## src/rtl/b2c_nib2ser_pkg.sv

```systemverilog
// b2c_pkg: shared widths and FSM state type for the nibble-to-serial packer.
// No ports; imported by b2c_nib2ser_if, b2c_shift_reg and b2c_nib2ser.
package b2c_pkg;

  localparam int NIB_W      = 4;
  localparam int NIB_NUM    = 16;
  localparam int FRAME_BITS = NIB_W * NIB_NUM;
  localparam int NIB_CNT_W  = $clog2(NIB_NUM);
  localparam int BIT_CNT_W  = $clog2(FRAME_BITS);

  typedef enum logic [1:0] {
    IDLE,
    LOAD,
    SHIFT,
    DONE
  } state_e;

endpackage

```

## src/rtl/b2c_nib2ser_if.sv

```systemverilog
// b2c_nib2ser_if: nibble input handshake and serial output bundle.
// master = nibble source / serial sink, slave = the packer.
interface b2c_nib2ser_if;
  import b2c_pkg::*;

  logic [NIB_W-1:0] b2c_in;
  logic             b2c_in_vld;
  logic             b2c_in_rdy;
  logic             b2c_out;
  logic             b2c_out_vld;
  logic             b2c_out_last;
  logic             b2c_over;

  modport master (
    output b2c_in,
    output b2c_in_vld,
    input  b2c_in_rdy,
    input  b2c_out,
    input  b2c_out_vld,
    input  b2c_out_last,
    input  b2c_over
  );

  modport slave (
    input  b2c_in,
    input  b2c_in_vld,
    output b2c_in_rdy,
    output b2c_out,
    output b2c_out_vld,
    output b2c_out_last,
    output b2c_over
  );

endinterface

```

## src/rtl/b2c_nib2ser_shift_reg.sv

```systemverilog
// b2c_shift_reg: frame register with indexed nibble load and 1-bit shift.
// Ports: clk, clr_i (sync clear), ld_i/idx_i/nib_i (nibble write),
// sh_i (shift one bit), head_o (bit due now), next_o (bit due after shift).
// B2C_LSB_FIRST_EN: nibble k at [4k+3:4k], bit 0 leaves first;
// otherwise nibble k at [63-4k:60-4k], bit 63 leaves first.
module b2c_shift_reg
  import b2c_pkg::*;
(
  input  logic                 clk,
  input  logic                 clr_i,
  input  logic                 ld_i,
  input  logic [NIB_CNT_W-1:0] idx_i,
  input  logic [NIB_W-1:0]     nib_i,
  input  logic                 sh_i,
  output logic                 head_o,
  output logic                 next_o
);

  logic [FRAME_BITS-1:0] sr_q, sr_d;

  always_comb begin
    sr_d = sr_q;
    if (clr_i) begin
      sr_d = '0;
    end else if (ld_i) begin
      for (int k = 0; k < NIB_NUM; k++) begin
        if (idx_i == NIB_CNT_W'(k)) begin
`ifdef B2C_LSB_FIRST_EN
          sr_d[NIB_W*k +: NIB_W] = nib_i;
`else
          sr_d[FRAME_BITS-NIB_W*(k+1) +: NIB_W] = nib_i;
`endif
        end
      end
    end else if (sh_i) begin
`ifdef B2C_LSB_FIRST_EN
      sr_d = {1'b0, sr_q[FRAME_BITS-1:1]};
`else
      sr_d = {sr_q[FRAME_BITS-2:0], 1'b0};
`endif
    end
  end

  always_ff @(posedge clk) begin
    sr_q <= sr_d;
  end

`ifdef B2C_LSB_FIRST_EN
  assign head_o = sr_q[0];
  assign next_o = sr_q[1];
`else
  assign head_o = sr_q[FRAME_BITS-1];
  assign next_o = sr_q[FRAME_BITS-2];
`endif

endmodule

```

## src/rtl/b2c_nib2ser.sv

```systemverilog
// b2c_nib2ser: packs 16 nibbles into a 64-bit frame, then emits it serially.
// Ports: clk, rst (sync, active-high), b2c_en (low = clear), bus (slave).
// Config macro B2C_LSB_FIRST_EN selects LSB-first packing and shifting.
module b2c_nib2ser
  import b2c_pkg::*;
(
  input  logic          clk,
  input  logic          rst,
  input  logic          b2c_en,
  b2c_nib2ser_if.slave  bus
);

  state_e               state_q, state_d;
  logic [NIB_CNT_W-1:0] nib_cnt_q, nib_cnt_d;
  logic [BIT_CNT_W-1:0] bit_cnt_q, bit_cnt_d;
  logic                 rdy_q, rdy_d;
  logic                 out_q, out_d;
  logic                 vld_q, vld_d;
  logic                 last_q, last_d;
  logic                 over_q, over_d;

  logic clr;
  logic ld;
  logic sh;
  logic head;
  logic next;

  assign clr = rst | ~b2c_en;

  b2c_shift_reg u_sr (
    .clk    (clk),
    .clr_i  (clr),
    .ld_i   (ld),
    .idx_i  (nib_cnt_q),
    .nib_i  (bus.b2c_in),
    .sh_i   (sh),
    .head_o (head),
    .next_o (next)
  );

  always_comb begin
    state_d   = state_q;
    nib_cnt_d = nib_cnt_q;
    bit_cnt_d = bit_cnt_q;
    rdy_d     = 1'b0;
    out_d     = 1'b0;
    vld_d     = 1'b0;
    last_d    = 1'b0;
    over_d    = 1'b0;
    ld        = 1'b0;
    sh        = 1'b0;
    if (clr) begin
      state_d   = IDLE;
      nib_cnt_d = '0;
      bit_cnt_d = '0;
    end else begin
      unique case (state_q)
        IDLE: begin
          state_d = LOAD;
          rdy_d   = 1'b1;
        end
        LOAD: begin
          rdy_d = 1'b1;
          if (bus.b2c_in_vld && rdy_q) begin
            ld = 1'b1;
            if (nib_cnt_q == NIB_CNT_W'(NIB_NUM-1)) begin
              // Nibble 0 already holds the first bit, so it can be
              // registered on the same edge the last nibble lands.
              state_d   = SHIFT;
              rdy_d     = 1'b0;
              out_d     = head;
              vld_d     = 1'b1;
              bit_cnt_d = '0;
            end else begin
              nib_cnt_d = nib_cnt_q + 1'b1;
            end
          end
        end
        SHIFT: begin
          if (bit_cnt_q == BIT_CNT_W'(FRAME_BITS-1)) begin
            state_d = DONE;
            over_d  = 1'b1;
          end else begin
            sh        = 1'b1;
            out_d     = next;
            vld_d     = 1'b1;
            bit_cnt_d = bit_cnt_q + 1'b1;
            last_d    = (bit_cnt_q == BIT_CNT_W'(FRAME_BITS-2));
          end
        end
        DONE: begin
          over_d = 1'b1;
        end
        default: begin
          state_d = IDLE;
        end
      endcase
    end
  end

  always_ff @(posedge clk) begin
    if (rst) begin
      state_q   <= IDLE;
      nib_cnt_q <= '0;
      bit_cnt_q <= '0;
      rdy_q     <= 1'b0;
      out_q     <= 1'b0;
      vld_q     <= 1'b0;
      last_q    <= 1'b0;
      over_q    <= 1'b0;
    end else begin
      state_q   <= state_d;
      nib_cnt_q <= nib_cnt_d;
      bit_cnt_q <= bit_cnt_d;
      rdy_q     <= rdy_d;
      out_q     <= out_d;
      vld_q     <= vld_d;
      last_q    <= last_d;
      over_q    <= over_d;
    end
  end

  assign bus.b2c_in_rdy   = rdy_q;
  assign bus.b2c_out      = out_q;
  assign bus.b2c_out_vld  = vld_q;
  assign bus.b2c_out_last = last_q;
  assign bus.b2c_over     = over_q;

endmodule

```

## src/flat_wrapper.sv

```systemverilog
// flat-port wrapper written by rule: the top's interface ports become plain ports
module b2c_nib2ser_flat import b2c_pkg::*;
  (clk, rst, b2c_en, bus_b2c_in, bus_b2c_in_vld, bus_b2c_in_rdy, bus_b2c_out, bus_b2c_out_vld, bus_b2c_out_last, bus_b2c_over);
  b2c_nib2ser_if bus_i ();
  input  logic clk;
  input  logic rst;
  input  logic b2c_en;
  input wire logic [$bits(bus_i.b2c_in)-1:0] bus_b2c_in;
  input wire logic [$bits(bus_i.b2c_in_vld)-1:0] bus_b2c_in_vld;
  output wire logic [$bits(bus_i.b2c_in_rdy)-1:0] bus_b2c_in_rdy;
  output wire logic [$bits(bus_i.b2c_out)-1:0] bus_b2c_out;
  output wire logic [$bits(bus_i.b2c_out_vld)-1:0] bus_b2c_out_vld;
  output wire logic [$bits(bus_i.b2c_out_last)-1:0] bus_b2c_out_last;
  output wire logic [$bits(bus_i.b2c_over)-1:0] bus_b2c_over;
  assign bus_i.b2c_in = bus_b2c_in;
  assign bus_i.b2c_in_vld = bus_b2c_in_vld;
  assign bus_b2c_in_rdy = bus_i.b2c_in_rdy;
  assign bus_b2c_out = bus_i.b2c_out;
  assign bus_b2c_out_vld = bus_i.b2c_out_vld;
  assign bus_b2c_out_last = bus_i.b2c_out_last;
  assign bus_b2c_over = bus_i.b2c_over;
  b2c_nib2ser u_core (.clk(clk), .rst(rst), .b2c_en(b2c_en), .bus(bus_i));
endmodule
```

## config.mk

```make
export PLATFORM = sky130hd
export DESIGN_NAME = b2c_nib2ser_flat
export DESIGN_NICKNAME = d
export VERILOG_FILES = /design/src/rtl/b2c_nib2ser_pkg.sv /design/src/rtl/b2c_nib2ser_if.sv /design/src/rtl/b2c_nib2ser_shift_reg.sv /design/src/rtl/b2c_nib2ser.sv /design/src/flat_wrapper.sv
export SDC_FILE = /design/constraint.sdc
export NUM_CORES = 1
export LEC_CHECK = 0
export CORE_ASPECT_RATIO = 0.9
export CORE_MARGIN = 1.5
export CORE_UTILIZATION = 63
export CTS_BUF_LIST = sky130_fd_sc_hd__clkbuf_2
export DETAILED_ROUTE_END_ITERATION = 10
export PLACE_DENSITY = 0.84
export SLEW_MARGIN = 40
export SYNTH_ARGS = -nofsm -noshare
export SYNTH_HDL_FRONTEND = slang
export SYNTH_SLANG_ARGS = --single-unit
```

## constraint.sdc

```tcl
create_clock -name clk -period 2.6 [get_ports clk]
set_input_delay 0.52 -clock clk [delete_from_list [all_inputs] [get_ports clk]]
set_output_delay 0.52 -clock clk [all_outputs]
set_load 0.02 [all_outputs]
```

==> results of run 1 <==
==> cell usage after synthesis, types with 2 or more instances <==
library cell  count
buf_6             4
a211oi_2          7
nand2_1          13
a31oi_1           2
or2_2             4
and3_1            4
clkbuf_2          2
a211oi_1         58
a21oi_1          74
nand2b_1          5
o21ai_0          16
clkbuf_1         19
nor2_1           21
nand3_1           9
ha_1             12
dfxtp_1          81
and2_1            4
buf_2            10
xnor2_1           2
o211ai_1          2
nor3_1           71
nand4_1           6
inv_1             7
==> through the flow <==
step / setup TNS, ns / instance area [sq um] / std cells / hold slack [ns]
2_1_floorplan: 0 / 3770 / 446 / 0.444
3_3_place_gp: -2.75 / 4030 / 510 / 0.460
3_5_place_dp: -0.00403 / 4040 / 512 / 0.483
4_1_cts: 0 / 4150 / 528 / 0.517
5_1_grt: 0 / 4150 / 528 / 0.550
6_report: 0 / 4150 / 528 / 0.527
==> worst min-delay path by stage <==
stage	startpoint	slack (ns)	endpoint
after floorplan	u_core.u_sr.sr_q[0]	0.44	u_core.u_sr.sr_q[0]
after global placement	u_core.u_sr.sr_q[0]	0.46	u_core.u_sr.sr_q[0]
after detailed placement	u_core.u_sr.sr_q[0]	0.48	u_core.u_sr.sr_q[0]
after CTS	u_core.u_sr.sr_q[0]	0.52	u_core.u_sr.sr_q[0]
after global routing	u_core.u_sr.sr_q[0]	0.55	u_core.u_sr.sr_q[0]
final	u_core.u_sr.sr_q[0]	0.53	u_core.u_sr.sr_q[0]
==> report_power, final <==
part           internal [mW]  total, mW  switching [mW]
clock                  0.220      0.662           0.442
combinational         0.0779      0.191           0.113
sequential              1.27       1.28          0.0155
total                   1.56       2.13           0.570
==> cell families (layout without fill, tap and decap cells) <==
group / count (synthesis) / after routing
AND/OR/NAND/NOR: 140 / 140
adder cells (fa/ha/maj): 12 / 12
multiplexers: 2 / 2
buffers and inverters: 44 / 56
XOR/XNOR: 2 / 2
flip-flops: 81 / 81
AO/OA/AOI/OAI: 165 / 165
==> layer usage <==
layer	up-vias	GRT usage [%]	wire length [um]
met5	-	0	0
met4	0	11.1	159
met3	19	8.23	666
met2	137	43.3	4020
met1	1607	38.2	4040
li1	1681	-	-
==> sequential cells by signal, indices dropped and copies added (netlist names) <==
name	count
u_core.bus.b2c_out	1
u_core.nib_cnt_q	4
u_core.bit_cnt_q	6
u_core.bus.b2c_out_vld	1
u_core.u_sr.sr_q	64
u_core.bus.b2c_out_last	1
u_core.bus.b2c_over	1
u_core.bus.b2c_in_rdy	1
u_core.state_q	2
==> area by class of cell <==
class	count	share of cell area, %
clock buffers	9	1.08
repair buffers	33	8.38
multi-input cells	321	47.1
well taps	70	2.11
clock inverters	7	1.66
inverters	7	0.633
flip-flops and latches	81	39.1
==> worst min-delay path: stages, from the launching register on <==
cell     delay (ns)
dfxtp_1        0.37
nand3_1        0.08
a21oi_1        0.06
==> impl_results.md, run 1 <==
- Port Buffer Count: 12
- Critical path data required time: 3.06 ns
- Hold crit path type: flip-flop to flip-flop
- WP data arrival: 2.78 ns
- Post-Place Worst Slack: -0.00403 ns
- Yosys cell types: 36
- Final Max Tran Viols: 0
- Die area: 6460 sq um
- Worst Setup Start Kind: flip-flop
- Pwr per Cell Area: 514 nW/um^2
- Final net count: 473
- Syn-to-layout area delta: 10.1%
- Total number of yosys warnings: 0
- Clock buffer depth: 2
- R2r setup slk: 0.28 ns
- Multi-input logic area: between 1500 and 2000 sq um
- Resized Gates After CTS: 0
- Slew HR: a little under two thirds
- Largest net degree at the start of global routing: 59
- DRC errors left: 0
- Commonest cells after routing, fill and taps aside: dfxtp_1 (81), a21oi_1 (74), nor3_1 (71)
- Inserted Clock Buffers: 9
- Die height: about 76 um
- DP HPWL: between 5000 and 6000 um
- Hold buffers post-CTS: 0
- Synth Area per Inst: between 8 and 9 sq um
- Die Wd: between 80 and 90 um
- Final setup fails: 0
- Worst-path clk slew: 0.22 ns
- Fin worst setup slack: ~0.28 ns
- CP peak stage delay: approximately 0.4 ns
- Clk_lat worst skew: 0.53 ns
- Vias in the first global route: between 3000 and 4000
- Largest family of logic cells by synthesized area: compound AO/OA/AOI/OAI gates
- TritonRoute pass-1 iters: 5
- R2R Path Start: u_core.state_q[1]
- Yosys reg bits: 81
- Core Footprint: 5730 sq um
- Fin crit period: ~2.3 ns
- Syn Nets: ~470
- Routed WL: between 8000 and 9000 um
- Finished Core Util: between 70% and 80%
- Critical Path Most Common Cell: buf_2
- Overall routing resource usage: between 20% and 30%
- Mapped Cells: ~450
- Unrepaired setup endpoints after global routing: false
- Synth top area share: 43.0%
- Leak: around 1.3 nW
- Via count: 3444
- Fraction of layout cells with a size suffix above 1: between 10 and 15%
- Adder-Cell Fraction of Synth Area: 3.98%
- Commonest non-fill, non-tap cell in the layout: dfxtp_1
- Starting DRT DRC Count: 295
- Initial core utilization: 65.9%
- Worst Setup EP: u_core.u_sr.sr_q[25]
- Setup crit start: u_core.state_q[1]
- CTS tree: done
- Crit path buf inv count: 3
- Final period util: 89.2%
- Mean number of vias per cell: 6.52
- Worst Tran Pin Value: around 0.54 ns
- Leading post-synthesis cells by cell area: dfxtp_1 (43%), a211oi_1 (12%), a21oi_1 (9.8%)
- Synth Area in Compound Gates: 27.9%
- Cell family with most CP delay: compound AO/OA/AOI/OAI gates
- Routed Antenna Nets: 0
- WL/cell: 16.8 um
- GRT overflow: 0
- RR Endpoint: u_core.u_sr.sr_q[25]
- CTS root buf: clkbuf_2
- Critical-path top delay cell: dfxtp_1
- Max_cap viols: 0
- Async S/R FF share, synth: 0%
- XOR/XNOR share of the synthesized area: less than 1%
- Design Power: 2.13 mW
- Max IR drop VDD: 0.310 mV
- Fin. Hold Viols: 0
- Diode count: 0
- Core Rows: 26
- Post-synthesis simple-gate area fraction: a little under a fifth
- Worst Hold Depth: 2
- WP depth: 8
- Clk sinks: 81
- Area of the mapped netlist: ~3800 sq um
- Clock H-tree levels: 3
- Clk_skew: about 0.028 ns
- Synth area leader: dfxtp_1
- Register Area: roughly 1600 sq um
- Initial antenna violation count: 0
- CP Cell Sequence: inv_1 -> ha_1 -> nand3_2 -> o211ai_1 -> buf_2 -> buf_2 -> o21ai_0 -> a211oi_1
- Post-CTS setup repair buffer count: 0
- # IOs: 13
- Status: complete, no violations
- Mux share of post-synthesis cell area: less than 1%
- FF-to-FF path depth: 8
- Number of synthesized flops with an enable pin: 0
- GPL Wtd Cong: 0.801
- Register area share after synthesis: 43.0%
- Main flop type after synthesis: dfxtp_1
- Worst-path fanout max: 10
- CP endpoint kind: flip-flop
- First-pass GRT wire length: 15100 um
- Critical path class: flip-flop to flip-flop
- Fillcell total: 414
- Max Fclk: 431 MHz
Note: power is estimated with default switching activity, not from simulation.
==> run 2, diff against run 1 <==
--- a/constraint.sdc
+++ b/constraint.sdc
@@ -3,2 +3,2 @@
 set_output_delay 0.52 -clock clk [all_outputs]
-set_load 0.02 [all_outputs]
+set_load 0.005 [all_outputs]
==> results of run 2 <==
The final DEF is identical to that of run 1. Status: complete, no violations.
